## config.mk

```make
export PLATFORM = sky130hd
export DESIGN_NAME = gpr_wb_sched_flat
export DESIGN_NICKNAME = d
export VERILOG_FILES = /design/src/rtl/gpr_wb_sched_pkg.sv /design/src/rtl/gpr_wb_sched_if.sv /design/src/rtl/gpr_wb_sched_sb_tag_fifo.sv /design/src/rtl/gpr_wb_sched.sv /design/src/flat_wrapper.sv
export SDC_FILE = /design/constraint.sdc
export NUM_CORES = 1
export LEC_CHECK = 0
export BUFFER_PORTS_ARGS = -buffer_cell sky130_fd_sc_hd__buf_2
export CAP_MARGIN = 30
export CORE_ASPECT_RATIO = 0.75
export CORE_UTILIZATION = 45
export CTS_CLUSTER_DIAMETER = 80
export DETAILED_ROUTE_END_ITERATION = 8
export PLACE_DENSITY = 0.71
export SYNTH_ARGS = -nofsm -noshare
export SYNTH_HDL_FRONTEND = slang
export SYNTH_SLANG_ARGS = --single-unit
```

## constraint.sdc

```tcl
create_clock -name clk_i -period 5 [get_ports clk_i]
set_input_delay 0.5 -clock clk_i [delete_from_list [all_inputs] [get_ports clk_i]]
set_output_delay 0.5 -clock clk_i [all_outputs]
set_load 0.05 [all_outputs]
```

## src/rtl/gpr_wb_sched_pkg.sv

```systemverilog
// rtl/gpr_wb_sched_pkg.sv - shared register-index types and hazard helper for the write-back scheduler
package gpr_wb_sched_pkg;

    typedef logic [4:0] ysyx_23060251_rs_bus;

    localparam ysyx_23060251_rs_bus ysyx_23060251_reg_zero = 5'd0;
    localparam int                  ysyx_23060251_reg_num  = 32;

    // x0 is never pending, so a zero index never hits regardless of the vector.
    function automatic logic reg_hit(input logic [ysyx_23060251_reg_num-1:0] pend,
                                     input ysyx_23060251_rs_bus r);
        return (r != ysyx_23060251_reg_zero) && pend[r];
    endfunction

endpackage

```

## src/rtl/gpr_wb_sched_if.sv

```systemverilog
// rtl/gpr_wb_sched_if.sv - decode/execute/LSU/regfile signal bundle for gpr_wb_sched
interface gpr_wb_sched_if #(
    parameter int XLEN = 64
);
    logic            id_valid_i;
    logic [4:0]      id_rs1_i;
    logic [4:0]      id_rs2_i;
    logic [4:0]      id_rd_i;
    logic            id_wen_i;
    logic            id_is_load_i;
    logic            id_stall_o;
    logic            ex_valid_i;
    logic [4:0]      ex_rd_i;
    logic [XLEN-1:0] ex_wdata_i;
    logic            ld_valid_i;
    logic [XLEN-1:0] ld_data_i;
    logic            ld_ready_o;
    logic            rf_wen_o;
    logic [4:0]      rf_rd_o;
    logic [XLEN-1:0] rf_wdata_o;

    modport master (
        output id_valid_i, id_rs1_i, id_rs2_i, id_rd_i, id_wen_i, id_is_load_i,
        output ex_valid_i, ex_rd_i, ex_wdata_i, ld_valid_i, ld_data_i,
        input  id_stall_o, ld_ready_o, rf_wen_o, rf_rd_o, rf_wdata_o
    );

    modport slave (
        input  id_valid_i, id_rs1_i, id_rs2_i, id_rd_i, id_wen_i, id_is_load_i,
        input  ex_valid_i, ex_rd_i, ex_wdata_i, ld_valid_i, ld_data_i,
        output id_stall_o, ld_ready_o, rf_wen_o, rf_rd_o, rf_wdata_o
    );

endinterface

```

## src/rtl/gpr_wb_sched_sb_tag_fifo.sv

```systemverilog
// rtl/gpr_wb_sched_sb_tag_fifo.sv - sb_tag_fifo: power-of-two tag FIFO holding destinations of outstanding loads
module sb_tag_fifo #(
    parameter int DEPTH = 4,
    parameter int WIDTH = 5
) (
    input  logic             clk_i,
    input  logic             rst_i,
    input  logic             push,
    input  logic [WIDTH-1:0] push_data,
    input  logic             pop,
    output logic [WIDTH-1:0] head,
    output logic             full,
    output logic             empty
);
    localparam int PW = $clog2(DEPTH);
    localparam logic [PW:0] FULL_CNT = DEPTH[PW:0];

    logic [WIDTH-1:0] mem [DEPTH];
    logic [PW-1:0]    wr_ptr;
    logic [PW-1:0]    rd_ptr;
    logic [PW:0]      count;
    logic             do_push;
    logic             do_pop;

    assign full    = (count == FULL_CNT);
    assign empty   = (count == '0);
    assign do_push = push && !full;
    assign do_pop  = pop && !empty;
    assign head    = mem[rd_ptr];

    // Pointers wrap naturally because DEPTH is a power of two.
    always_ff @(posedge clk_i or negedge rst_i) begin
        if (!rst_i) begin
            wr_ptr <= '0;
            rd_ptr <= '0;
            count  <= '0;
        end else begin
            if (do_push) wr_ptr <= wr_ptr + 1'b1;
            if (do_pop)  rd_ptr <= rd_ptr + 1'b1;
            case ({do_push, do_pop})
                2'b10:   count <= count + 1'b1;
                2'b01:   count <= count - 1'b1;
                default: count <= count;
            endcase
        end
    end

    always_ff @(posedge clk_i) begin
        if (do_push) mem[wr_ptr] <= push_data;
    end

endmodule

```

## src/rtl/gpr_wb_sched.sv

```systemverilog
// rtl/gpr_wb_sched.sv - GPR scoreboard and single-port write-back arbiter (execute over load)
// Optional stall-cycle counter output sb_stall_cnt_o under YSYX_23060251_SB_PERF_EN.
module gpr_wb_sched
    import gpr_wb_sched_pkg::*;
#(
    parameter int XLEN      = 64,
    parameter int LDQ_DEPTH = 4
) (
    input  logic               clk_i,
    input  logic               rst_i,
    gpr_wb_sched_if.slave      bus
`ifdef YSYX_23060251_SB_PERF_EN
    ,
    output logic [31:0]        sb_stall_cnt_o
`endif
);
    logic [ysyx_23060251_reg_num-1:1] pending;
    logic [ysyx_23060251_reg_num-1:0] pend_vec;
    logic [ysyx_23060251_reg_num-1:0] set_vec;
    logic [ysyx_23060251_reg_num-1:0] clr_vec;

    ysyx_23060251_rs_bus ldq_head;
    logic                ldq_full;
    logic                ldq_empty;

    logic                stall;
    logic                issue;
    logic                ld_ready;
    logic                ld_accept;

    logic                rf_wen_q;
    ysyx_23060251_rs_bus rf_rd_q;
    logic [XLEN-1:0]     rf_wdata_q;

    assign pend_vec = {pending, 1'b0};

    assign stall = bus.id_valid_i &&
                   (reg_hit(pend_vec, bus.id_rs1_i) ||
                    reg_hit(pend_vec, bus.id_rs2_i) ||
                    (bus.id_wen_i && reg_hit(pend_vec, bus.id_rd_i)) ||
                    (bus.id_is_load_i && ldq_full));
    assign issue = bus.id_valid_i && !stall;

    assign ld_ready  = !ldq_empty && !bus.ex_valid_i;
    assign ld_accept = bus.ld_valid_i && ld_ready;

    assign bus.id_stall_o = stall;
    assign bus.ld_ready_o = ld_ready;
    assign bus.rf_wen_o   = rf_wen_q;
    assign bus.rf_rd_o    = rf_rd_q;
    assign bus.rf_wdata_o = rf_wdata_q;

    // Loads to x0 are still queued so their return is drained in order.
    sb_tag_fifo #(
        .DEPTH (LDQ_DEPTH),
        .WIDTH (5)
    ) u_tag_fifo (
        .clk_i     (clk_i),
        .rst_i     (rst_i),
        .push      (issue && bus.id_is_load_i),
        .push_data (bus.id_rd_i),
        .pop       (ld_accept),
        .head      (ldq_head),
        .full      (ldq_full),
        .empty     (ldq_empty)
    );

    always_comb begin
        set_vec = '0;
        clr_vec = '0;
        if (issue && bus.id_wen_i && (bus.id_rd_i != ysyx_23060251_reg_zero))
            set_vec[bus.id_rd_i] = 1'b1;
        if (rf_wen_q)
            clr_vec[rf_rd_q] = 1'b1;
    end

    // Clearing on the commit edge keeps dependents issuing exactly when regs holds the value.
    always_ff @(posedge clk_i or negedge rst_i) begin
        if (!rst_i) begin
            pending <= '0;
        end else begin
            pending <= (pending & ~clr_vec[ysyx_23060251_reg_num-1:1]) |
                       set_vec[ysyx_23060251_reg_num-1:1];
        end
    end

    always_ff @(posedge clk_i or negedge rst_i) begin
        if (!rst_i) begin
            rf_wen_q   <= 1'b0;
            rf_rd_q    <= ysyx_23060251_reg_zero;
            rf_wdata_q <= '0;
        end else if (bus.ex_valid_i) begin
            rf_wen_q   <= (bus.ex_rd_i != ysyx_23060251_reg_zero);
            rf_rd_q    <= bus.ex_rd_i;
            rf_wdata_q <= bus.ex_wdata_i;
        end else if (ld_accept) begin
            rf_wen_q   <= (ldq_head != ysyx_23060251_reg_zero);
            rf_rd_q    <= ldq_head;
            rf_wdata_q <= bus.ld_data_i;
        end else begin
            rf_wen_q   <= 1'b0;
        end
    end

`ifdef YSYX_23060251_SB_PERF_EN
    always_ff @(posedge clk_i or negedge rst_i) begin
        if (!rst_i) begin
            sb_stall_cnt_o <= '0;
        end else if (stall) begin
            sb_stall_cnt_o <= sb_stall_cnt_o + 32'd1;
        end
    end
`endif

endmodule

```

## src/flat_wrapper.sv

```systemverilog
// flat-port wrapper written by rule: the top's interface ports become plain ports
module gpr_wb_sched_flat import gpr_wb_sched_pkg::*;
#(
    parameter int XLEN      = 64,
    parameter int LDQ_DEPTH = 4
)
  (clk_i, rst_i, bus_id_valid_i, bus_id_rs1_i, bus_id_rs2_i, bus_id_rd_i, bus_id_wen_i, bus_id_is_load_i, bus_ex_valid_i, bus_ex_rd_i, bus_ex_wdata_i, bus_ld_valid_i, bus_ld_data_i, bus_id_stall_o, bus_ld_ready_o, bus_rf_wen_o, bus_rf_rd_o, bus_rf_wdata_o);
  gpr_wb_sched_if #(.XLEN(XLEN)) bus_i ();
  input  logic clk_i;
  input  logic rst_i;
  input wire logic [$bits(bus_i.id_valid_i)-1:0] bus_id_valid_i;
  input wire logic [$bits(bus_i.id_rs1_i)-1:0] bus_id_rs1_i;
  input wire logic [$bits(bus_i.id_rs2_i)-1:0] bus_id_rs2_i;
  input wire logic [$bits(bus_i.id_rd_i)-1:0] bus_id_rd_i;
  input wire logic [$bits(bus_i.id_wen_i)-1:0] bus_id_wen_i;
  input wire logic [$bits(bus_i.id_is_load_i)-1:0] bus_id_is_load_i;
  input wire logic [$bits(bus_i.ex_valid_i)-1:0] bus_ex_valid_i;
  input wire logic [$bits(bus_i.ex_rd_i)-1:0] bus_ex_rd_i;
  input wire logic [$bits(bus_i.ex_wdata_i)-1:0] bus_ex_wdata_i;
  input wire logic [$bits(bus_i.ld_valid_i)-1:0] bus_ld_valid_i;
  input wire logic [$bits(bus_i.ld_data_i)-1:0] bus_ld_data_i;
  output wire logic [$bits(bus_i.id_stall_o)-1:0] bus_id_stall_o;
  output wire logic [$bits(bus_i.ld_ready_o)-1:0] bus_ld_ready_o;
  output wire logic [$bits(bus_i.rf_wen_o)-1:0] bus_rf_wen_o;
  output wire logic [$bits(bus_i.rf_rd_o)-1:0] bus_rf_rd_o;
  output wire logic [$bits(bus_i.rf_wdata_o)-1:0] bus_rf_wdata_o;
  assign bus_i.id_valid_i = bus_id_valid_i;
  assign bus_i.id_rs1_i = bus_id_rs1_i;
  assign bus_i.id_rs2_i = bus_id_rs2_i;
  assign bus_i.id_rd_i = bus_id_rd_i;
  assign bus_i.id_wen_i = bus_id_wen_i;
  assign bus_i.id_is_load_i = bus_id_is_load_i;
  assign bus_i.ex_valid_i = bus_ex_valid_i;
  assign bus_i.ex_rd_i = bus_ex_rd_i;
  assign bus_i.ex_wdata_i = bus_ex_wdata_i;
  assign bus_i.ld_valid_i = bus_ld_valid_i;
  assign bus_i.ld_data_i = bus_ld_data_i;
  assign bus_id_stall_o = bus_i.id_stall_o;
  assign bus_ld_ready_o = bus_i.ld_ready_o;
  assign bus_rf_wen_o = bus_i.rf_wen_o;
  assign bus_rf_rd_o = bus_i.rf_rd_o;
  assign bus_rf_wdata_o = bus_i.rf_wdata_o;
  gpr_wb_sched #(.XLEN(XLEN), .LDQ_DEPTH(LDQ_DEPTH)) u_core (.clk_i(clk_i), .rst_i(rst_i), .bus(bus_i));
endmodule
```

== Word-level counts from Yosys, hierarchy flattened ==
Memory sizes are Yosys's and may differ from the RTL's.
Index checks and enable logic that the tools add are counted.
Operators by class
  multiplexer cells: 21
  bitwise operators: 3
  equality and inequality tests: 3
  add/subtract/negate cells: 4
  order comparisons: 6
  reduce and logical (&&, ||, !) cells: 31
Operators with widths (count)
  two-way mux 64 bit: 2
  two-way mux 32 bit: 2
  bitwise AND 31 bit: 1
  NOT 31 bit: 1
  bitwise OR 31 bit: 1
  nonzero test 5 bit: 5
  less-than comparator 5 x 6 -> 1 bit, second input constant: 4
  logical AND 1 bit: 16
  binary-select mux 1 bit (select 5 bit): 3
  demux 1 bit (select 5 bit): 2
  greater-or-equal comparator 5 x 1 -> 1 bit, second input constant: 2
  two-way mux 5 bit: 2
  two-way mux 1 bit: 9
  one-hot mux 3 bit (2 select lines): 1
  adder 2 x 1 -> 2 bit, second input constant: 2
  zero test 1 bit: 4
  nonzero test 2 bit: 2
  adder 3 x 1 -> 3 bit, second input constant: 1
  == test 3 bit, second input constant: 1
  zero test 3 bit: 1
  logical OR 1 bit: 3
  subtractor 3 x 1 -> 3 bit, second input constant: 1
  == test 2 x 1 -> 1 bit, second input constant: 1
  == test 2 bit, second input constant: 1
Word-level totals
  register bits after elaboration: 108
  bits in writable memories: 20
  logic and storage cells: 76
  input bits: 155
  memories kept: 1
Memory list
  u_core.u_tag_fifo.mem: words 4, width 5, rd ports 1, clocked after Yosys merged registers in 0, write ports 1, RTL line gpr_wb_sched_sb_tag_fifo.sv:18  | logic [WIDTH-1:0] mem [DEPTH];

== Longest topological paths before layout ==
Gate-level depths: netlist of run 1.
  depth in word-level cells: 13
  gate-level depth with buffers: 13
  depth with buffers taken out: 12

== Hierarchy ==
From an unflattened synthesis of run 1, not the netlist that was laid out.
Unflattened totals
  cell total of the unflattened synthesis: 643
  area, all modules: 6806.5 um^2
Modules (own cells, without submodules)
  gpr_wb_sched: cells each 578, instances 1, sequential area each 2527.4 um^2, area each 5642.9 um^2
  sb_tag_fifo: cells each 65, instances 1, sequential area each 775.7 um^2, area each 1163.6 um^2

== Worst setup path after synthesis of run 1 ==
OpenSTA, ideal clock, no wires.
  path kind: in2reg
  from: input port bus_ex_valid_i
  to: register u_core.u_tag_fifo.count[2]
  stages on the path: 10
  path buffers: 2
  slack: 1736 ps
  data arrival time: 3185 ps
  required time: 4921 ps
  library setup time: 79 ps
  path through: nor2_1 > and2_1 > clkbuf_1 > buf_1 > ha_1 > inv_1 > fa_1 > xor2_1 > nor2_1 > xor2_1
On the way
  longest elaborated chain between the ends: 6
RTL lines
  from (decl): RTL line flat_wrapper.sv:17  | input wire logic [$bits(bus_i.ex_valid_i)-1:0] bus_ex_valid_i;
  zero test 1 bit *: RTL line gpr_wb_sched.sv:44  | assign ld_ready = !ldq_empty && !bus.ex_valid_i;
  logical AND 1 bit *: RTL line gpr_wb_sched.sv:44
  logical AND 1 bit *: RTL line gpr_wb_sched.sv:45  | assign ld_accept = bus.ld_valid_i && ld_ready;
  logical AND 1 bit *: RTL line gpr_wb_sched_sb_tag_fifo.sv:28  | assign do_pop = pop && !empty;
  named net u_core.u_tag_fifo.do_pop: RTL line gpr_wb_sched_sb_tag_fifo.sv:23  | logic do_pop;
  == test 2 x 1 -> 1 bit or == test 2 bit (tied branches): RTL line gpr_wb_sched_sb_tag_fifo.sv:40  | case ({do_push, do_pop})
  one-hot mux 3 bit (2 select lines) or nonzero test 2 bit (tied branches)
  to (signal assigned): RTL line gpr_wb_sched_sb_tag_fifo.sv:41  | 2'b10: count <= count + 1'b1;
  to (signal assigned): RTL line gpr_wb_sched_sb_tag_fifo.sv:42  | 2'b01: count <= count - 1'b1;
  to (signal assigned): RTL line gpr_wb_sched_sb_tag_fifo.sv:43  | default: count <= count;
  to (decl): RTL line gpr_wb_sched_sb_tag_fifo.sv:21  | logic [PW:0] count;
Mark *: on every way through the listed nets, which the timed path passes. The rest lies on a longest branch.
A chain may end at the register's enable or synchronous reset.

== Worst setup path in the final report of run 1 ==
  from: register u_core.pending[19] in the netlist's numbering
  to: register u_core.u_tag_fifo.count[2]
On the way
  longest elaborated chain between the ends: 13
RTL lines
  from (decl): RTL line gpr_wb_sched.sv:17  | logic [ysyx_23060251_reg_num-1:1] pending;
  from (signal assigned): RTL line gpr_wb_sched.sv:82  | pending <= (pending & ~clr_vec[ysyx_23060251_reg_num-1:1]) |
  binary-select mux 1 bit (select 5 bit): RTL line gpr_wb_sched_pkg.sv:12  | return (r != ysyx_23060251_reg_zero) && pend[r];
  two-way mux 1 bit (not written as such): RTL line gpr_wb_sched_pkg.sv:12
  logical AND 1 bit: RTL line gpr_wb_sched_pkg.sv:12
  logical OR 1 bit or logical AND 1 bit (tied branches): RTL line gpr_wb_sched.sv:38, gpr_wb_sched.sv:40
  logical OR 1 bit *: RTL line gpr_wb_sched.sv:39  | reg_hit(pend_vec, bus.id_rs2_i) ||
  logical OR 1 bit *: RTL line gpr_wb_sched.sv:40  | (bus.id_wen_i && reg_hit(pend_vec, bus.id_rd_i)) ||
  logical AND 1 bit *: RTL line gpr_wb_sched.sv:37  | assign stall = bus.id_valid_i &&
  zero test 1 bit *: RTL line gpr_wb_sched.sv:42  | assign issue = bus.id_valid_i && !stall;
  logical AND 1 bit *: RTL line gpr_wb_sched.sv:42
  logical AND 1 bit *: RTL line gpr_wb_sched.sv:60  | .push (issue && bus.id_is_load_i),
  logical AND 1 bit *: RTL line gpr_wb_sched_sb_tag_fifo.sv:27  | assign do_push = push && !full;
  == test 2 x 1 -> 1 bit or == test 2 bit (tied branches): RTL line gpr_wb_sched_sb_tag_fifo.sv:40
  one-hot mux 3 bit (2 select lines) or nonzero test 2 bit (tied branches)
Mark *: on every way between the ends. The rest lies on a longest branch, timed or not. The select of a mux whose other input is x is not followed.

==> results of run 1 <==
==> synth_stat cells (3+ instances only) <==
cell type / instances
o21ai_0: 133
dfrtp_1: 108
mux2i_1: 90
nand2_1: 82
clkbuf_1: 25
edfxtp_1: 20
nor2_1: 17
mux4_2: 16
nand3b_1: 11
inv_1: 10
buf_1: 9
nand3_1: 8
o22ai_1: 6
ha_1: 5
mux2_2: 5
or3b_2: 5
a21oi_1: 4
buf_2: 4
nand2b_1: 4
o211ai_1: 3
xnor2_1: 3
xor2_1: 3
==> sequential cells by signal (all words and copies together), names as in the netlist <==
| name | cells |
|---|---|
| u_core.bus.rf_wdata_o | 64 |
| u_core.pending | 31 |
| u_core.u_tag_fifo.mem | 20 |
| u_core.bus.rf_rd_o | 5 |
| u_core.u_tag_fifo.count | 3 |
| u_core.u_tag_fifo.rd_ptr | 2 |
| u_core.u_tag_fifo.wr_ptr | 2 |
| u_core.bus.rf_wen_o | 1 |
==> kinds of logic after synthesis <==
| logic type | Yosys count | synth area share |
|---|---|---|
| AOI/OAI and AO/OA | 158 | 0.132 |
| xor gates and xnor gates | 6 | 0.00815 |
| adders and majority gates | 6 | 0.0128 |
| buffers and inverters | 48 | 0.0287 |
| DFF | 128 | 0.512 |
| muxes | 111 | 0.204 |
| and+or+nand+nor | 141 | 0.101 |
==> report_power, final <==
| part | switching (mW) | internal [mW] |
|---|---|---|
| clock | 0.486 | 0.672 |
| sequential | 0.299 | 1.29 |
| combinational | 0.694 | 0.467 |
| total | 1.48 | 2.43 |
==> layer usage <==
metal | part of all wire | up-vias | track usage
met5 | 0 | - | 0
met3 | 0.079 | 29 | 0.0704
met1 | 0.44 | 2716 | 0.347
met4 | 0.016 | 0 | 0.0761
li1 | - | 2585 | -
met2 | 0.47 | 259 | 0.389
==> metrics by stage <==
stage	setup WS, ns	std cells	hold slack [ns]	util
detailed placement	1.59	965	0.483	0.557
finish	1.89	997	0.0966	0.597
global placement	1.74	964	0.474	0.555
global route	1.75	997	0.129	0.597
floorplan	1.74	598	0.204	-
CTS	1.91	997	0.119	0.597
==> critical path, stage by stage, from the launching register on <==
cell and delay, ns:
dfrtp_1 0.45, mux4_2 0.49, a32oi_1 0.23, o41a_1 0.19
nand4_1 0.20, nor2_1 0.18, nand3_1 0.30, ha_1 0.35
inv_1 0.08, fa_1 0.18, xor2_1 0.14, nor2_1 0.06
xor2_1 0.14
==> cell type report <==
type / count / share of cell area
multi-input cells: 422 / 0.358
well taps: 175 / 0.0265
clock buffers: 19 / 0.0550
inverters: 10 / 0.00454
clock inverters: 13 / 0.0124
repair buffers: 230 / 0.144
flip-flops and latches: 128 / 0.400
==> placed cells by master (no fill, tap or decap), types with 3 or more instances in the layout <==
cell,instances
inv_1,10
nand3_1,8
clkbuf_16,18
nand2b_1,4
edfxtp_1,20
inv_6,4
buf_2,224
or3b_2,5
nand2_1,82
nand3b_1,11
o211ai_1,3
xor2_1,3
o21ai_0,133
buf_4,5
mux2i_1,90
dfrtp_1,108
nor2_1,17
o22ai_1,6
xnor2_1,3
mux2_2,5
clkinv_4,3
ha_1,5
mux4_2,16
a21oi_1,4
clkinv_2,3
==> path summary, 6_finish.rpt <==
kind	endpoint	from	depth (start not counted)	slack, ns
setup / recovery	u_core.u_tag_fifo.count[2]	u_core.pending[19]	12	1.89
hold / removal	u_core.bus.rf_wdata_o[12]	rst_i	1	0.1
setup reg to reg	u_core.u_tag_fifo.count[2]	u_core.pending[19]	12	1.89
hold reg to reg	u_core.u_tag_fifo.count[2]	u_core.u_tag_fifo.count[2]	1	0.50
max in group asynchronous	u_core.bus.rf_wdata_o[51]	rst_i	2	3.68
min in group clk_i	u_core.bus.rf_wdata_o[32]	bus_ex_wdata_i[32]	3	0.29
==> metrics.csv, run 1 <==
stage,metric,value,unit
global_routing,initial antenna violation count,0,
cts,Skew-Pair Late Insertion Delay,0.41,ns
cells_and_area,design area,8260,sq um
synth,synth unique cells,42,
placed_design,port buffer count,226,
synth,Synth Instances,598,
floorplan,core area,13800,sq um
sta,Worst-Margin Slew,0.867,ns
critical_path,Critical Path AT,3.40,ns
synth,synth top area cells,"dfrtp_1 42%, mux2i_1 14%, o21ai_0 10%",
power_and_ir_drop,Tot Pwr,3.91,mW
critical_path,Crit. End Element,flip-flop,
cts,Max Root-Sink Buffers,2,
route,DRT Pass-1 Iters,5,
placed_design,DP Area,7710,sq um
sta,f_max,321,MHz
power_and_ir_drop,power per cell area,473,nW/um^2
status,status,completed,
critical_path,startpoint types,flip-flop,
global_routing,number of global-route vias before repair,5447,
cts,postcts setup bufs,0,
sta,Rel. slew slack,0.422,
synth,post-synth top area share,0.419,
cts,CTS tree,yes,
cts,clk slew on worst S/H paths,0.06,ns
synth,post-synth top area cell,dfrtp_1,
cells_and_area,Area Overhead vs Synth,28.2,%
cts,TritonCTS buffer count,17,
route,drt drc,0,
route,vias,5589,
floorplan,row count,37,
synth,#FFs+latches synth,128,
synth,"Top FF cell, synth",dfrtp_1,
cells_and_area,register area,3300,sq um
route,DR vias/cell,5.61,
cts,# hold bufs at CTS,0,
sta,RSZ-0062 raised after global routing,false,
floorplan,Initial Utilization,0.466,
critical_path,worst-path maximum fanout,7,
sta,Pins Over Slew Limit,0,
critical_path,WS Path Type,flip-flop to flip-flop,
flow_run,max_cap viols,0,
cells_and_area,Fillers,1145,
cts,CTS resizes,0,
route,ANT nets after route,0,
global_routing,first-pass GRT wire length,28.7,mm
floorplan,width of the die,140,um
floorplan,die footprint,14800,sq um
cells_and_area,n_diodes,0,
floorplan,chip height,106,um
route,DR WL/cell,18.4,um
critical_path,CP required,5.29,ns
global_routing,All-Layer GR Usage,0.253,
sta,endpoints failing hold,0,
floorplan,num ports,227,
power_and_ir_drop,Max IR drop VDD,268,uV
sta,final setup violation count,0,
cts,clock root buffer,clkbuf_16,
synth,Syn Area/Cell,10.8,sq um
synth,Synth Net Count,759,
cells_and_area,Multi-input gate area,2960,sq um
sta,Sum Neg Setup Slack,0,ns
route,DRT iter0 DRCs,469,
worst_hold_path,Tightest Hold Check Type,input pin to async pin,
power_and_ir_drop,Leak,3.75,nW
global_routing,pin count of the biggest net entering global routing,116,
route,Post-Route WL,18.3,mm
placed_design,GPL Wtd Cong,0.912,
synth,Synth async-reset ratio,0.844,
sta,period utilization,0.623,
cells_and_area,share of cells above drive strength 1,0.352,
cells_and_area,"Net count, final",970,
synth,"Seq/Total Area, Yosys",0.512,
global_routing,total grt overflow,0,
sta,Final min period,3.11,ns
synth,yosys warns,0,
sta,clock skew,0.0104,ns
cts,htree depth,4,
cts,clock sink count,128,
synth,Mapped Area,6450,sq um
placed_design,HPWL Detailed,13.5,mm
synth,number of synthesized flops with an enable pin,20,
No activity file was read; power rests on OpenSTA's default activity.
==> inputs of run 2 (changes only) <==
--- a/config.mk
+++ b/config.mk
@@ -5,13 +5,14 @@
 export SDC_FILE = /design/constraint.sdc
 export NUM_CORES = 1
 export LEC_CHECK = 0
+export ABC_AREA = 1
 export BUFFER_PORTS_ARGS = -buffer_cell sky130_fd_sc_hd__buf_2
 export CAP_MARGIN = 30
 export CORE_ASPECT_RATIO = 0.75
 export CORE_UTILIZATION = 45
 export CTS_CLUSTER_DIAMETER = 80
 export DETAILED_ROUTE_END_ITERATION = 8
-export PLACE_DENSITY = 0.71
+export PLACE_DENSITY = 0.7
 export SYNTH_ARGS = -nofsm -noshare
 export SYNTH_HDL_FRONTEND = slang
 export SYNTH_SLANG_ARGS = --single-unit
==> constraint.sdc (replaced) <==
create_clock -name clk_i -period 3.2 [get_ports clk_i]
set_input_delay 0.32 -clock clk_i [delete_from_list [all_inputs] [get_ports clk_i]]
set_output_delay 0.32 -clock clk_i [all_outputs]
set_load 0.05 [all_outputs]
==> metrics.csv, run 2 <==
stage,metric,value,unit,change
cells_and_area,most frequent cells in the layout,"344 x nand2_1, 225 x buf_2, 115 x nor2_1",,
placed_design,HPWL Detailed,15.7,mm,+16%
sta,Pins Over Slew Limit,0,,unchanged
cells_and_area,share of cells above drive strength 1,0.235,,-0.116
synth,largest family of logic cells by synthesized area,simple AND/OR/NAND/NOR gates,,
sta,Sum Neg Setup Slack,0,ns,unchanged
sta,endpoints failing hold,0,,unchanged
route,drt drc,0,,unchanged
cts,clk slew on worst S/H paths,0.06,ns,about the same
critical_path,Critical Path AT,2.06,ns,-1.34 ns
floorplan,row count,39,,+5.4%
synth,post-synth top area cell,dfrtp_1,,
cts,CTS tree,yes,,
cells_and_area,"most common cell after layout, fill and taps aside",nand2_1,,
sta,Rel. slew slack,0.508,,+0.0864
sta,period utilization,0.745,,
synth,yosys warns,0,,unchanged
floorplan,width of the die,146,um,+4.4%
sta,RSZ-0062 raised after global routing,false,,
sta,final setup violation count,0,,unchanged
status,status,completed,,
floorplan,die footprint,16200,sq um,+9.0%
cells_and_area,Area Overhead vs Synth,26.4,%,
route,DRT Pass-1 Iters,7,,+2
critical_path,CP bufs+invs,1,,unchanged
sta,f_max,420,MHz,
cts,clock root buffer,clkbuf_16,,
synth,synth unique cells,30,,-29%
synth,synth top area cells,"dfrtp_1 38%, nand2_1 18%, edfxtp_1 8.5%",,
route,vias,7276,,+30%
synth,"top cells by count, synth","344 x nand2_1, 115 x nor2_1, 108 x dfrtp_1, 67 x a31oi_1, 63 x inv_1",,
sta,clock skew,0.00929,ns,-0.00110 ns
floorplan,num ports,227,,unchanged
synth,Syn Area/Cell,7.38,sq um,-32%
critical_path,"most used cell, CP",nand3_1,,
placed_design,number of cells after detailed placement,1345,,+39%
worst_hold_path,Tightest Hold Check Type,input pin to flip-flop,,
critical_path,WS Path Type,flip-flop to output pin,,
synth,Synth Area in Simple Gates,0.320,,+0.219
placed_design,GPL Wtd Cong,0.929,,+1.8%
synth,"Top FF cell, synth",dfrtp_1,,
cts,Skew-Pair Late Insertion Delay,0.41,ns,about the same
flow_run,max_cap viols,0,,unchanged
route,DR WL/cell,15.6,um,-15%
synth,most frequent cell after synthesis,nand2_1,,
cts,Max Root-Sink Buffers,2,,unchanged
cts,TritonCTS buffer count,17,,unchanged
cells_and_area,final core utilization,0.582,,-0.0146
critical_path,CP cell instances,or2_2 > o211ai_1 > nand3_1 > nand3_1 > nand3_1 > nor2_4 > nor2_1 > buf_2,,
critical_path,CP required,2.88,ns,-2.41 ns
route,Post-Route WL,21.5,mm,+17%
synth,"Seq/Total Area, Yosys",0.469,,-0.0432
synth,#FFs+latches synth,128,,unchanged
critical_path,Crit. End Element,output pin,,
global_routing,number of global-route vias before repair,6260,,+15%
global_routing,first-pass GRT wire length,33.2,mm,+16%
route,DR vias/cell,5.28,,-5.8%
sta,final setup margin,0.817,ns,-1.07 ns
floorplan,chip height,110,um,+4.4%
synth,Synth async-reset ratio,0.844,,unchanged
power_and_ir_drop,Tot Pwr,6.69,mW,+71%
cells_and_area,n_diodes,0,,unchanged
floorplan,core area,15300,sq um,+10%
synth,number of synthesized flops with an enable pin,20,,unchanged
floorplan,Initial Utilization,0.461,,-0.00482
route,ANT nets after route,0,,unchanged
power_and_ir_drop,Max IR drop VDD,486,uV,+81%
global_routing,All-Layer GR Usage,0.263,,+0.0100
critical_path,critical path's largest stage delay,0.41,ns,-0.08 ns
cts,clock sink count,128,,unchanged
cells_and_area,final std cells w/o fill,1378,,+38%
critical_path,startpoint types,flip-flop,,
synth,post-synth top area share,0.384,,-0.0353
cts,postcts setup bufs,0,,unchanged
cts,htree depth,4,,unchanged
synth,adder-cell share of the synthesized area,0.0117,,-0.00108
global_routing,total grt overflow,0,,unchanged
critical_path,cell family with most CP delay,simple AND/OR/NAND/NOR gates,,
cells_and_area,max FFs per register,64,,unchanged
power_and_ir_drop,Leak,4.45,nW,+19%
synth,Post-Synth XOR/XNOR Area,0.00498,,-0.00317
synth,post-synthesis compound-gate area fraction,0.120,,-0.0122
placed_design,port buffer count,226,,unchanged
synth,Synth Instances,954,,+60%
sta,Worst-Margin Slew,0.737,ns,-0.130 ns
synth,mux cell area share after synthesis,0,,-0.204
critical_path,worst-path maximum fanout,8,,+1
global_routing,pin count of the biggest net entering global routing,75,,-35%
sta,Final min period,2.38,ns,
synth,Synth Net Count,1115,,+47%
placed_design,"worst slack, placed",0.523,ns,-1.07 ns
global_routing,initial antenna violation count,0,,unchanged
synth,Mapped Area,7040,sq um,+9.2%
power_and_ir_drop,power per cell area,752,nW/um^2,+59%
critical_path,slowest CP cell,dfrtp_1,,
cells_and_area,"Net count, final",1321,,+36%
route,DRT iter0 DRCs,662,,+41%
==> run 2: changes by cell type after synthesis, sizes merged, moves of 42 or more <==
cell | before | now
a31oi | 0 | 67
nand2 | 82 | 344
nand3 | 8 | 50
inv | 10 | 69
o21ai | 134 | 51
mux2i | 90 | 0
nor2 | 17 | 116
==> run 2: logic make-up (layout without fill, tap and decap cells) <==
kind of cell	after synthesis	after routing
xor+xnor	4	4
buf+inv	120	339
simple gates	554	554
fa+ha+maj	6	6
compound gates	142	142
flops	128	128
==> run 2: layout make-up <==
cell class / count / area (sq um)
inverter: 70 / 267
clock buffer: 20 / 479
timing repair buffer: 237 / 1230
multi-input combinational: 706 / 3220
tap: 205 / 256
clock inverter: 12 / 141
fill: 1454 / 6380
sequential: 128 / 3300
==> run 2: worst paths after layout <==
check	from	end	slack (ns)	cells past startpoint
min in group asynchronous	rst_i	u_core.bus.rf_wdata_o[34]	0.51	2
max reg2reg	u_core.pending[14]	u_core.u_tag_fifo.count[2]	0.85	16
min reg2reg	u_core.u_tag_fifo.count[0]	u_core.u_tag_fifo.count[0]	0.50	1
max in group asynchronous	rst_i	u_core.bus.rf_wdata_o[42]	1.91	3
min	bus_ld_data_i[34]	u_core.bus.rf_wdata_o[34]	0.15	3
max	u_core.pending[6]	bus_id_stall_o	0.82	8
==> run 2: worst register-to-register path, stage by stage (launching register included) <==
cell and delay, ns:
dfrtp_1 0.44, inv_1 0.06, nand2_1 0.06, nand3_1 0.06, nand2_1 0.09, nand2_1 0.06, nand3_1 0.09, nand2_1 0.05
nor2_1 0.13, a21oi_1 0.06, nand4_1 0.13, ha_1 0.16, inv_1 0.06, fa_1 0.38, a21oi_1 0.15, o21ai_0 0.11
xor2_1 0.15
==> run 2: per-layer routing <==
metal / wire length, um / share of wire / track usage / up-vias
met4: 239 / 0.011 / 0.0722 / 0
met5: 0 / 0 / 0 / -
met2: 9750 / 0.45 / 0.395 / 295
met1: 9870 / 0.46 / 0.381 / 3392
met3: 1600 / 0.075 / 0.0588 / 24
li1: - / - / - / 3565
==> run 2: where the power goes <==
group	leakage (nW)	internal [mW]	total, mW	switching, mW
Sequential	1.44	2.05	2.42	0.367
Clock	0.299	1.25	2.02	0.763
Combinational	2.71	0.658	2.26	1.60
==> run 2: what timing repair did <==
| item | 4_1_cts | 5_1_grt |
|---|---|---|
| hold buffers | 1 | 0 |
| resized for setup | 0 | 0 |
| hold endpoints to repair | 50 | 0 |
==> run 2: stage by stage <==
stage	hold WS [ns]	area, sq um
after floorplan	0.0244	7040
after global placement	0.412	8270
after detailed placement	0.410	8270
after CTS	0.148	8900
after global routing	0.160	8900
final	0.155	8900
